**src/rtl/ov5647_cfg_sequencer_if.sv**
```systemverilog
// SCCB write-engine handshake: one register write {regah, regal, value} per send/taken exchange.
interface ov5647_cfg_sequencer_if;
   logic       send;
   logic       waitnull;
   logic [7:0] regah;
   logic [7:0] regal;
   logic [7:0] value;
   logic       taken;

   modport master (output send, waitnull, regah, regal, value, input taken);
   modport slave  (input send, waitnull, regah, regal, value, output taken);
endinterface

```
**src/rtl/ov5647_cfg_sequencer.sv**
```systemverilog
// OV5647 init-table sequencer: waits out the power-up settle time, then walks the register ROM,
// handing each write to the SCCB engine and honouring in-table ms delays and the terminator.
module ov5647_cfg_sequencer #(
   parameter int ADDR_W     = 8,
   parameter int MS_CYCLES  = 50000,
   parameter int TXN_CYCLES = 10496,
   parameter int BOOT_MS    = 20
) (
   input  logic                   clk,
   input  logic                   resend,
   input  logic                   start,
   output logic [ADDR_W-1:0]      rom_addr,
   input  logic [23:0]            rom_data,
   ov5647_cfg_sequencer_if.master sccb,
   output logic                   busy,
   output logic                   done,
   output logic                   err
);

   localparam int PRE_W = (MS_CYCLES > 1) ? $clog2(MS_CYCLES) : 1;
   localparam int GRD_W = $clog2(TXN_CYCLES + 1);

   typedef enum logic [2:0] {
      S_BOOT, S_FETCH, S_DECODE, S_SEND, S_DRAIN, S_DELAY, S_DONE
   } state_t;

   state_t            r_state;
   logic [PRE_W-1:0]  r_pre;
   logic [7:0]        r_ms;
   logic [GRD_W-1:0]  r_guard;
   logic              r_drain_to_delay;
   logic [ADDR_W-1:0] r_rom_addr;
   logic              r_send;
   logic              r_waitnull;
   logic [7:0]        r_regah;
   logic [7:0]        r_regal;
   logic [7:0]        r_value;
   logic              r_busy;
   logic              r_done;
   logic              r_err;
   logic [15:0]       w_key;

   assign w_key = rom_data[23:8];

   always_ff @(posedge clk or posedge resend) begin
      if (resend) begin
         r_state          <= S_BOOT;
         r_pre            <= '0;
         r_ms             <= '0;
         r_guard          <= '0;
         r_drain_to_delay <= 1'b0;
         r_rom_addr       <= '0;
         r_send           <= 1'b0;
         r_waitnull       <= 1'b1;
         r_regah          <= '0;
         r_regal          <= '0;
         r_value          <= '0;
         r_busy           <= 1'b1;
         r_done           <= 1'b0;
         r_err            <= 1'b0;
      end else begin
         // Bus guard runs in every state; SEND reloads it after each accepted write.
         if (r_guard != '0) r_guard <= r_guard - GRD_W'(1);

         case (r_state)
            S_BOOT: begin
               if (r_pre == PRE_W'(MS_CYCLES - 1)) begin
                  r_pre <= '0;
                  if (r_ms == 8'(BOOT_MS - 1)) begin
                     r_ms    <= '0;
                     r_state <= S_FETCH;
                  end else begin
                     r_ms <= r_ms + 8'd1;
                  end
               end else begin
                  r_pre <= r_pre + PRE_W'(1);
               end
            end

            S_FETCH: r_state <= S_DECODE;

            S_DECODE: begin
               if (w_key == 16'hFFFF) begin
                  r_drain_to_delay <= 1'b0;
                  r_state          <= S_DRAIN;
               end else if (w_key == 16'hFFFE) begin
                  r_ms             <= rom_data[7:0];
                  r_pre            <= '0;
                  r_drain_to_delay <= 1'b1;
                  r_state          <= S_DRAIN;
               end else begin
                  r_regah    <= rom_data[23:16];
                  r_regal    <= rom_data[15:8];
                  r_value    <= rom_data[7:0];
                  r_send     <= 1'b1;
                  r_waitnull <= 1'b0;
                  r_state    <= S_SEND;
               end
            end

            S_SEND: begin
               if (sccb.taken) begin
                  r_send     <= 1'b0;
                  r_waitnull <= 1'b1;
                  r_guard    <= GRD_W'(TXN_CYCLES);
                  r_rom_addr <= r_rom_addr + ADDR_W'(1);
                  if (&r_rom_addr) begin
                     r_err            <= 1'b1;
                     r_drain_to_delay <= 1'b0;
                     r_state          <= S_DRAIN;
                  end else begin
                     r_state <= S_FETCH;
                  end
               end
            end

            S_DRAIN: begin
               if (r_guard == '0) begin
                  if (r_drain_to_delay) begin
                     r_state <= S_DELAY;
                  end else begin
                     r_done  <= 1'b1;
                     r_busy  <= 1'b0;
                     r_state <= S_DONE;
                  end
               end
            end

            S_DELAY: begin
               if (r_ms == 8'd0) begin
                  r_rom_addr <= r_rom_addr + ADDR_W'(1);
                  r_state    <= S_FETCH;
               end else if (r_pre == PRE_W'(MS_CYCLES - 1)) begin
                  r_pre <= '0;
                  r_ms  <= r_ms - 8'd1;
                  if (r_ms == 8'd1) begin
                     r_rom_addr <= r_rom_addr + ADDR_W'(1);
                     r_state    <= S_FETCH;
                  end
               end else begin
                  r_pre <= r_pre + PRE_W'(1);
               end
            end

            S_DONE: begin
               if (start) begin
                  r_done     <= 1'b0;
                  r_err      <= 1'b0;
                  r_busy     <= 1'b1;
                  r_rom_addr <= '0;
                  r_state    <= S_FETCH;
               end
            end

            default: r_state <= S_BOOT;
         endcase
      end
   end

   assign rom_addr      = r_rom_addr;
   assign sccb.send     = r_send;
   assign sccb.waitnull = r_waitnull;
   assign sccb.regah    = r_regah;
   assign sccb.regal    = r_regal;
   assign sccb.value    = r_value;
   assign busy          = r_busy;
   assign done          = r_done;
   assign err           = r_err;

endmodule

```
**src/flat_wrapper.sv**
```systemverilog
// flat-port wrapper written by rule: the top's interface ports become plain ports
module ov5647_cfg_sequencer_flat 
#(
   parameter int ADDR_W     = 8,
   parameter int MS_CYCLES  = 50000,
   parameter int TXN_CYCLES = 10496,
   parameter int BOOT_MS    = 20
)
  (clk, resend, start, rom_addr, rom_data, busy, done, err, sccb_send, sccb_waitnull, sccb_regah, sccb_regal, sccb_value, sccb_taken);
  ov5647_cfg_sequencer_if sccb_i ();
  input  logic clk;
  input  logic resend;
  input  logic start;
  output logic [ADDR_W-1:0] rom_addr;
  input  logic [23:0] rom_data;
  output logic busy;
  output logic done;
  output logic err;
  output wire logic [$bits(sccb_i.send)-1:0] sccb_send;
  output wire logic [$bits(sccb_i.waitnull)-1:0] sccb_waitnull;
  output wire logic [$bits(sccb_i.regah)-1:0] sccb_regah;
  output wire logic [$bits(sccb_i.regal)-1:0] sccb_regal;
  output wire logic [$bits(sccb_i.value)-1:0] sccb_value;
  input wire logic [$bits(sccb_i.taken)-1:0] sccb_taken;
  assign sccb_send = sccb_i.send;
  assign sccb_waitnull = sccb_i.waitnull;
  assign sccb_regah = sccb_i.regah;
  assign sccb_regal = sccb_i.regal;
  assign sccb_value = sccb_i.value;
  assign sccb_i.taken = sccb_taken;
  ov5647_cfg_sequencer #(.ADDR_W(ADDR_W), .MS_CYCLES(MS_CYCLES), .TXN_CYCLES(TXN_CYCLES), .BOOT_MS(BOOT_MS)) u_core (.clk(clk), .resend(resend), .start(start), .rom_addr(rom_addr), .rom_data(rom_data), .sccb(sccb_i), .busy(busy), .done(done), .err(err));
endmodule
```
**config.mk**
```make
export PLATFORM = sky130hd
export DESIGN_NAME = ov5647_cfg_sequencer_flat
export DESIGN_NICKNAME = d
export VERILOG_FILES = /design/src/rtl/ov5647_cfg_sequencer_if.sv /design/src/rtl/ov5647_cfg_sequencer.sv /design/src/flat_wrapper.sv
export SDC_FILE = /design/constraint.sdc
export NUM_CORES = 1
export LEC_CHECK = 0
export ABC_AREA = 1
export CAP_MARGIN = 20
export CORE_MARGIN = 3
export CORE_UTILIZATION = 50
export CTS_CLUSTER_DIAMETER = 80
export DETAILED_ROUTE_END_ITERATION = 10
export GPL_ROUTABILITY_DRIVEN = 0
export PLACE_DENSITY = 0.76
export SETUP_SLACK_MARGIN = 0.02
export SLEW_MARGIN = 0
export SYNTH_ARGS = -nofsm -noshare
export SYNTH_HDL_FRONTEND = slang
export SYNTH_SLANG_ARGS = --single-unit
```
**constraint.sdc**
```tcl
create_clock -name clk -period 2.4 [get_ports clk]
set_input_delay 0.36 -clock clk [delete_from_list [all_inputs] [get_ports clk]]
set_output_delay 0.36 -clock clk [all_outputs]
set_load 0.1 [all_outputs]
```
---- Word-level counts from Yosys, hierarchy flattened ----
Index checks and enable logic that the tools add are counted.
operators by class
  add/sub/neg operators ................... 5
  bitwise operators ....................... 2
  mux-type cells .......................... 58
  equal/unequal tests ..................... 26
  reduce and logical (&&, ||, !) cells .... 19
operator list
  operator               count
  $mux 8                 11
  $mux 16                4
  $eq 16x16->1 const B   3
  $pmux 16 s3            1
  $pmux 8 s3             2
  $mux 14                3
  $mux 3                 11
  $pmux 3 s7             1
  $reduce_and 4->1       5
  $mux 1                 18
  $add 16x1->16 const B  1
  $add 8x1->8 const B    2
  $logic_not 14->1       1
  $reduce_bool 14->1     1
  $sub 14x1->14 const B  1
  $ne 2x1->1 const B     6
  $ne 2x2->1 const B     6
  $pmux 1 s2             6
  $eq 3x3->1 const B     3
  $ne 3x1->1 const B     3
  $eq 8x1->1 const B     1
  $eq 8x5->1 const B     1
  $logic_not 8->1        1
  $reduce_and 8->1       1
  12 further kinds       17
word-level totals
  bits in registers ....................... 79
  word-level logic and storage cells ...... 124

---- Depth between registers and ports, before layout ----
Gate-level depths: netlist (run 1).
  depth after elaboration ................. 5
  gate-level depth with buffers ........... 11
  gate-level depth less buffers ........... 11

---- Worst setup path before layout (run 1) ----
No wires, ideal clock.
  path kind ............................... register to register
  start point ............................. register u_core.r_rom_addr[1], in the netlist u_core.rom_addr[1]
  end point ............................... register u_core.r_drain_to_delay
  period minus slack after synthesis ...... 2.037 ns
  cell stages (with the launch flop) ...... 9
  data required time ...................... 2.274 ns
  path buffers ............................ 0
  arrival time ............................ 1.911 ns
  path slack .............................. 0.363 ns
  cells stage by stage .................... dfrtp_1 -> ha_1 -> inv_1 -> nor2_1 -> nand2_1 -> o21ai_0 -> nand3_1 -> nand2_1 -> o21ai_0
between the ends
  cells in the longest elaborated chain, start to end .. 3
ends and longest elaborated chain
  item                               RTL line                     source
  from (decl)                        ov5647_cfg_sequencer.sv:32   logic [ADDR_W-1:0] r_rom_addr;
  from (signal assigned)             ov5647_cfg_sequencer.sv:106  r_rom_addr <= r_rom_addr + ADDR_W'(1);
  from (signal assigned)             ov5647_cfg_sequencer.sv:131  r_rom_addr <= r_rom_addr + ADDR_W'(1);
  from (signal assigned)             ov5647_cfg_sequencer.sv:137  r_rom_addr <= r_rom_addr + ADDR_W'(1);
  $reduce_and 8->1                   ov5647_cfg_sequencer.sv:107  if (&r_rom_addr) begin
  $ne 2x1->1 (no source line)        n/a
  $reduce_and 4->1 (no source line)  n/a
  to (signal assigned)               ov5647_cfg_sequencer.sv:84   r_drain_to_delay <= 1'b0;
  to (signal assigned)               ov5647_cfg_sequencer.sv:89   r_drain_to_delay <= 1'b1;
  to (signal assigned)               ov5647_cfg_sequencer.sv:109  r_drain_to_delay <= 1'b0;
  to (decl)                          ov5647_cfg_sequencer.sv:31   logic r_drain_to_delay;
No other way between the ends.
A chain may end at the register's enable or synchronous reset.

---- Worst setup path after layout (run 1) ----
  start point ............................. register u_core.r_state[2]
  end point ............................... register u_core.r_regal[1], in the netlist u_core.sccb.regal[1]
between the ends
  cells in the longest elaborated chain, start to end .. 2
ends and longest elaborated chain
  item                               RTL line                    source
  from (decl)                        ov5647_cfg_sequencer.sv:27  state_t r_state;
  from (signal assigned)             ov5647_cfg_sequencer.sv:47  r_state <= S_BOOT;
  from (signal assigned)             ov5647_cfg_sequencer.sv:71  r_state <= S_FETCH;
  from (signal assigned)             ov5647_cfg_sequencer.sv:80  S_FETCH: r_state <= S_DECODE;
  $eq 3x2->1                         ov5647_cfg_sequencer.sv:65  case (r_state)
  $reduce_and 3->1 (no source line)  n/a
  to (signal assigned)               ov5647_cfg_sequencer.sv:93  r_regal <= rom_data[15:8];
  to (decl)                          ov5647_cfg_sequencer.sv:36  logic [7:0] r_regal;
No other way between the ends.

==> reports/qor.yml, run 1 <==
status:
  run_status: "complete, no violations"
logic_synthesis:
  syn-cell-area_mm2: 0.004881
  async_reset_ff_share_pct: 100.0
  synthesis.instances: 703
  yosys_warnings: 0
  synth.ff_latch_count: 79
  mappedNetlistNets: 738
  mean_syn_cell_area_um2: 6.943
  synth.lib_cells_used.distinct: 37
  synth_flop_cell: "sky130_fd_sc_hd__dfrtp_1"
  synth_edf_count: 0
  synth.yosys.seq_area_share_pct: 40.55
clock_network:
  clock_insertion_delay_worst_skew_ns: 0.35
  clk_transition_reported_paths_ns: 0.08
  cts_buffers: 9
  max-clock-path-buffers: 2
  clock_sinks: 79
  cts.repair_timing.setup_buffer_count: 0
  cts-resized-gates: 0
  cts_tree: "built"
  cts-root-buf: "sky130_fd_sc_hd__clkbuf_8"
  ctsHoldBuffers: 0
  cts_max_level: 3
placement:
  numPlacedInstances: 888
  port_buffers: 64
  detailed_place_hpwl_um: 8622
timing:
  report.final.hold_viol_count: 0
  post-route-period-util_pct: 83.46
  timing_max_transition_violations_final: 0
  rsz0062_at_grt: "no"
  whs_ns: 0.4287
  aggregate_negative_setup_slack_ns: 0
  slew_worst_pin_ns: 0.6387
  timing.max_slew.rel_slack_pct: 57.37
  maxClockFrequency_mhz: 499.2
  final_report_setup_violation_count: 0
  final.min_clock_period_ns: 2.003
  skew_ns: 0.01137
route:
  detail_route.vias_per_cell: 5.072
  route.vias.total: 4580
  detail_route.first_pass.iterations: 5
  drtIter0Drc: 254
  drc: 0
  route.antenna.remaining_nets: 0
  routed_wirelength_um: 11490
  routedWlPerCell_um: 12.73
die:
  dieWidth_um: 104.8
  floorplan.die.height_um: 104.8
  die-area_mm2: 0.01098
  initial_core_util_pct: 52.08
  num_io_pins: 65
  core_mm2: 0.009371
  cell_row_count: 35
global_route:
  grt_util_all_layers_pct: 21.74
  grt_pass1_wl_um: 20020
  number_of_global_route_vias_before_repair: 4444
  maximum_number_of_pins_on_one_net_before_global_route_repair: 47
  antenna_found_initial: 0
  grt_overflow: 0
worst_setup_path:
  cpPeakStageDelay_ns: 0.53
  timing.rr.end: "u_core.sccb.regal[1]"
  kind_of_launch_point_of_the_worst_setup_path: "register"
  crit_path_frequent_cell: "sky130_fd_sc_hd__nand2_1"
  cells_along_the_critical_path: "inv_2 > nand2_1 > nor2_1 > buf_4 > nand3_1 > inv_1 > nand2_1 > nand2_1"
  r2r.worst_path.cells: 8
  required_ns: 2.69
  cp_slowest_cell: "sky130_fd_sc_hd__dfrtp_1"
  arrival_ns: 2.29
  endpoint_kind: "register"
  regToRegSetupSlack_ns: 0.40
  worst-setup-path-type: "reg -> reg"
  worst-path-max-fanout: 22
  timing.rr.start: "u_core.r_state[2]"
layout:
  areaGrowthSynthToFinish_pct: 18.97
  insertedDiodeCount: 0
  drive_above_1_share_pct: 13.31
  post-route-util_pct: 61.96
  seqCellArea_mm2: 0.001979
  nets: 805
  filler_cell_count: 849
  stdcell_count: 903
  multi_input_area_mm2: 0.002485
min_path:
  worst_hold_path_type: "in -> async"
power:
  p_per_area_mw_per_mm2: 669.9
  p_total_uw: 3890
  ir_drop_mv: 0.3159
  leakage_power_uw: 0.002958
flow_run:
  cap_viol_max_count: 0
-- cell families after synthesis --
kind of cell             Yosys count  share of synthesized area [%]
AND/OR/NAND/NOR                  440                          38.48
buffers and inverters             96                          8.536
flip-flops                        79                          40.55
AO/OA/AOI/OAI                     69                          8.485
XOR/XNOR                          12                          2.153
adder cells (fa/ha/maj)            7                          1.794
-- worst max path at each step --
stage / from / endpoint / slack (ns) / cells past startpoint
finish: u_core.r_state[2] / u_core.sccb.regal[1] / 0.40 / 8
detailed placement: rom_data[18] / u_core.r_ms[1] / 0.23 / 12
global route: u_core.r_state[2] / u_core.sccb.value[6] / 0.17 / 8
global placement: rom_data[18] / u_core.r_ms[1] / 0.25 / 12
floorplan: u_core.rom_addr[1] / u_core.r_drain_to_delay / 0.36 / 8
CTS: u_core.r_state[2] / u_core.sccb.value[7] / 0.40 / 8
-- area by class of cell --
| type | count | area share [%] |
|---|---|---|
| clock inverter | 5 | 1.832 |
| multi-input combinational | 528 | 42.79 |
| clock buffer | 10 | 2.370 |
| tap | 129 | 2.780 |
| timing repair buffer | 72 | 10.90 |
| sequential | 79 | 34.09 |
| inverter | 80 | 5.236 |
-- critical path, delay by kind of cell, from the launching register on --
family / cells / cell delay, ns
flops: 1 / 0.53
buf+inv: 3 / 0.84
simple gates: 5 / 0.58
-- cell usage after synthesis, types with 2 or more instances --
cell type,n,share of area (%)
sky130_fd_sc_hd__clkbuf_1,3,0.23
sky130_fd_sc_hd__nor2_2,5,0.64
sky130_fd_sc_hd__inv_2,5,0.38
sky130_fd_sc_hd__nor3_1,6,0.62
sky130_fd_sc_hd__o21a_1,5,0.77
sky130_fd_sc_hd__nand4_1,7,0.90
sky130_fd_sc_hd__o21ai_0,24,2.5
sky130_fd_sc_hd__a21oi_1,18,1.8
sky130_fd_sc_hd__o21ai_2,8,1.4
sky130_fd_sc_hd__nand2_2,7,0.90
sky130_fd_sc_hd__buf_2,6,0.62
sky130_fd_sc_hd__inv_1,75,5.8
sky130_fd_sc_hd__dfstp_2,2,1.1
sky130_fd_sc_hd__xnor2_1,4,0.72
sky130_fd_sc_hd__o21ai_1,7,0.72
sky130_fd_sc_hd__nor2_1,77,5.9
sky130_fd_sc_hd__nand2_1,264,20
sky130_fd_sc_hd__ha_1,7,1.8
sky130_fd_sc_hd__nor2_4,3,0.69
sky130_fd_sc_hd__o22ai_1,2,0.26
sky130_fd_sc_hd__nand3_1,59,6.0
sky130_fd_sc_hd__nand3_2,3,0.62
sky130_fd_sc_hd__or2_2,3,0.38
sky130_fd_sc_hd__dfrtp_1,77,39
sky130_fd_sc_hd__buf_6,6,1.4
sky130_fd_sc_hd__nand3_4,2,0.72
sky130_fd_sc_hd__xor2_1,8,1.4
-- per-stage QoR --
step	cell area [um^2]	setup slack [ns]
floorplan	4885	0.3626
global placement	5563	0.2539
detailed placement	5563	0.2312
CTS	5807	0.3966
global route	5807	0.1672
finish	5807	0.3969
-- placed cells by master, fill, tap and decap left out, types with 4 or more instances in the layout --
cell type                         netlist  layout
sky130_fd_sc_hd__clkbuf_8               0      10
sky130_fd_sc_hd__dfrtp_1               77      77
sky130_fd_sc_hd__nor2_2                 5       5
sky130_fd_sc_hd__inv_2                  5       5
sky130_fd_sc_hd__a21oi_1               18      18
sky130_fd_sc_hd__ha_1                   7       7
sky130_fd_sc_hd__nor3_1                 6       6
sky130_fd_sc_hd__nand2_2                7       7
sky130_fd_sc_hd__o21a_1                 5       5
sky130_fd_sc_hd__nand3_1               59      59
sky130_fd_sc_hd__nand4_1                7       7
sky130_fd_sc_hd__nand2_1              264     264
sky130_fd_sc_hd__o21ai_1                7       7
sky130_fd_sc_hd__nor2_1                77      77
sky130_fd_sc_hd__inv_1                 75      74
sky130_fd_sc_hd__o21ai_2                8       8
sky130_fd_sc_hd__clkdlybuf4s50_1        0      27
sky130_fd_sc_hd__xor2_1                 8       8
sky130_fd_sc_hd__xnor2_1                4       4
sky130_fd_sc_hd__buf_4                  1      43
sky130_fd_sc_hd__o21ai_0               24      24
-- power by group --
part	internal (uW)	total (uW)	switching (uW)
Sequential	1510	1710	203
Combinational	308	952	644
Clock	716	1230	509
-- metal layers --
layer	track usage [%]	part of all wire (%)	up-vias
met5	0	0	-
met4	6.560	1.1	0
met3	3.706	4.4	13
met2	36.34	48	109
met1	28.95	46	2125
li1	-	-	2333
-- registers in the layout, indices dropped and copies added (netlist names) --
register,flops
u_core.sccb.send,1
u_core.rom_addr,8
u_core.done,1
u_core.r_guard,14
u_core.r_pre,16
u_core.sccb.value,8
u_core.sccb.regal,8
u_core.r_state,3
u_core.busy,1
u_core.r_drain_to_delay,1
u_core.sccb.regah,8
u_core.err,1
u_core.r_ms,8
u_core.sccb.waitnull,1
(Power assumes the default switching activity.)
==> inputs of run 2 (changes only) <==
- CORE_UTILIZATION: 50 -> 53
- PLACE_DENSITY: 0.76 -> 0.77
- clock period: 2.4 -> 2.05 ns (I/O delays scaled with it)
==> run 2 against run 1 <==
Effect of this change: clock-buffer cell count grew 1; largest power group unchanged; sequential share of layout area grew 0.35 points; wire length grew 2.1%.
==> reports/qor.yml, run 2 (synthesis gave the netlist of run 1 again) <==
route:
  detail_route.first_pass.iterations: 5
  drtIter0Drc: 271
  routedWlPerCell_um: 13.23
  route.antenna.remaining_nets: 0
  route.vias.total: 4709
  routed_wirelength_um: 11740
  drc: 0
  detail_route.vias_per_cell: 5.309
clock_network:
  cts-root-buf: "sky130_fd_sc_hd__clkbuf_8"
  max-clock-path-buffers: 2
  clock_sinks: 79
  cts_tree: "built"
  cts_buffers: 9
  clock_insertion_delay_worst_skew_ns: 0.36
  clk_transition_reported_paths_ns: 0.09
  cts.repair_timing.setup_buffer_count: 0
  ctsHoldBuffers: 0
  cts_max_level: 3
worst_setup_path:
  required_ns: 2.33
  endpoint_kind: "register"
  worst-setup-path-type: "reg -> reg"
  arrival_ns: 2.13
  r2r.worst_path.cells: 10
  timing.rr.start: "u_core.r_pre[0]"
  timing.rr.end: "u_core.r_pre[14]"
  regToRegSetupSlack_ns: 0.20
  kind_of_launch_point_of_the_worst_setup_path: "register"
  worst-path-max-fanout: 5
global_route:
  grt_pass1_wl_um: 20230
  antenna_found_initial: 0
  number_of_global_route_vias_before_repair: 4607
  maximum_number_of_pins_on_one_net_before_global_route_repair: 80
  grt_overflow: 0
  grt_util_all_layers_pct: 23.96
min_path:
  worst_hold_path_type: "in -> async"
die:
  core_mm2: 0.008848
  dieWidth_um: 102.0
  num_io_pins: 65
  initial_core_util_pct: 55.16
  die-area_mm2: 0.01040
  floorplan.die.height_um: 102.0
  cell_row_count: 34
timing:
  rsz0062_at_grt: "no"
  skew_ns: 0.01284
  report.final.hold_viol_count: 0
  worst_slack_ns: 0.2015
  timing.max_slew.rel_slack_pct: 57.77
  maxClockFrequency_mhz: 541.0
  final.min_clock_period_ns: 1.848
  final_report_setup_violation_count: 0
  aggregate_negative_setup_slack_ns: 0
  timing_max_transition_violations_final: 0
  slew_worst_pin_ns: 0.6327
  post-route-period-util_pct: 90.17
placement:
  detailed_place_hpwl_um: 8792
  placed_area_mm2: 0.005557
  port_buffers: 64
  numPlacedInstances: 871
  dp_slack_ns: 0.01063
layout:
  biggest_regs: "u_core.r_pre: 16 flops, u_core.r_guard: 14 flops"
  multi_input_area_mm2: 0.002495
  filler_cell_count: 786
  nets: 809
  registers.top_by_ff_count: "u_core.r_pre"
  largest_register_ffs: 16
  mostFrequentLayoutCells: "264 x sky130_fd_sc_hd__nand2_1, 76 x sky130_fd_sc_hd__nor2_1, 74 x sky130_fd_sc_hd__inv_1, 74 x sky130_fd_sc_hd__dfrtp_1, 59 x sky130_fd_sc_hd__nand3_1"
  seqCellArea_mm2: 0.001983
  drive_above_1_share_pct: 14.12
  insertedDiodeCount: 0
  areaGrowthSynthToFinish_pct: 17.97
  stdcell_count: 887
  post-route-util_pct: 65.07
  fin_area_mm2: 0.005758
  layout.cells.most_common: "sky130_fd_sc_hd__nand2_1"
flow_run:
  cap_viol_max_count: 0
status:
  run_status: "complete, no violations"
power:
  p_per_area_mw_per_mm2: 744.5
  leakage_power_uw: 0.002941
  ir_drop_mv: 0.4599
==> run 2: cell count changes in the layout (fill, tap and decap cells not counted), sizes merged <==
cell,previous run,this run
clkinvlp,2,3
bufinv,3,1
clkbuf,10,11
buf,45,49
clkinv,1,2
==> run 2: worst max path at each step <==
stage	start	to	slack, ns	cells past startpoint
after global placement	rom_data[17]	u_core.r_ms[5]	0.06	10
after global routing	u_core.r_guard[0]	u_core.r_state[2]	0.05	11
after floorplan	u_core.rom_addr[6]	u_core.r_drain_to_delay	0.14	7
after CTS	u_core.r_pre[0]	u_core.r_ms[5]	0.17	8
final	u_core.r_pre[0]	u_core.r_pre[14]	0.20	10
after detailed placement	rom_data[11]	u_core.sccb.regah[6]	0.01	10
==> run 2: critical path: stages, from the launching register on <==
cell and delay, ns:
sky130_fd_sc_hd__dfrtp_2 0.42, sky130_fd_sc_hd__ha_1 0.21, sky130_fd_sc_hd__nand3_1 0.16, sky130_fd_sc_hd__buf_4 0.18
sky130_fd_sc_hd__nor2_1 0.16, sky130_fd_sc_hd__nand2_1 0.13, sky130_fd_sc_hd__nor2_1 0.14, sky130_fd_sc_hd__nand2_1 0.08
sky130_fd_sc_hd__nor2_1 0.09, sky130_fd_sc_hd__nand2_1 0.06, sky130_fd_sc_hd__a21oi_1 0.14
==> run 2: stage by stage <==
stage	total power [uW]	hold slack, ns
3_5_place_dp	3154	0.4665
2_1_floorplan	2824	0.3890
6_report	4287	0.3878
4_1_cts	4307	0.4220
3_3_place_gp	3118	0.4552
5_1_grt	4548	0.4194
==> run 2: timing repair <==
item / in CTS / in global routing
setup endpoints to repair: 0 / 7
endpoints found under the hold margin: 0 / 0
gates resized for setup: 0 / 3
==> run 2: where the power goes <==
group          switching [uW]  internal, uW  leakage, uW
registers                 232          1770     0.000950
logic                     771           364      0.00190
clock network             588           564    0.0000895
total                    1590          2700      0.00294
==> run 2: final cells by class <==
type / count / area share (%)
Sequential cell: 79 / 34.44
Clock buffer: 11 / 2.282
Multi-Input combinational cell: 528 / 43.33
Inverter: 80 / 5.280
Clock inverter: 5 / 1.021
Tap cell: 108 / 2.347
Timing Repair Buffer: 76 / 11.30
==> run 2: routing by layer <==
layer,vias to the layer above,GRT usage [%],part of all wire (%)
li1,2348,-,-
met1,2206,30.11,45
met2,134,41.88,49
met3,21,4.096,4.4
met4,0,7.871,1.6
met5,-,0,0
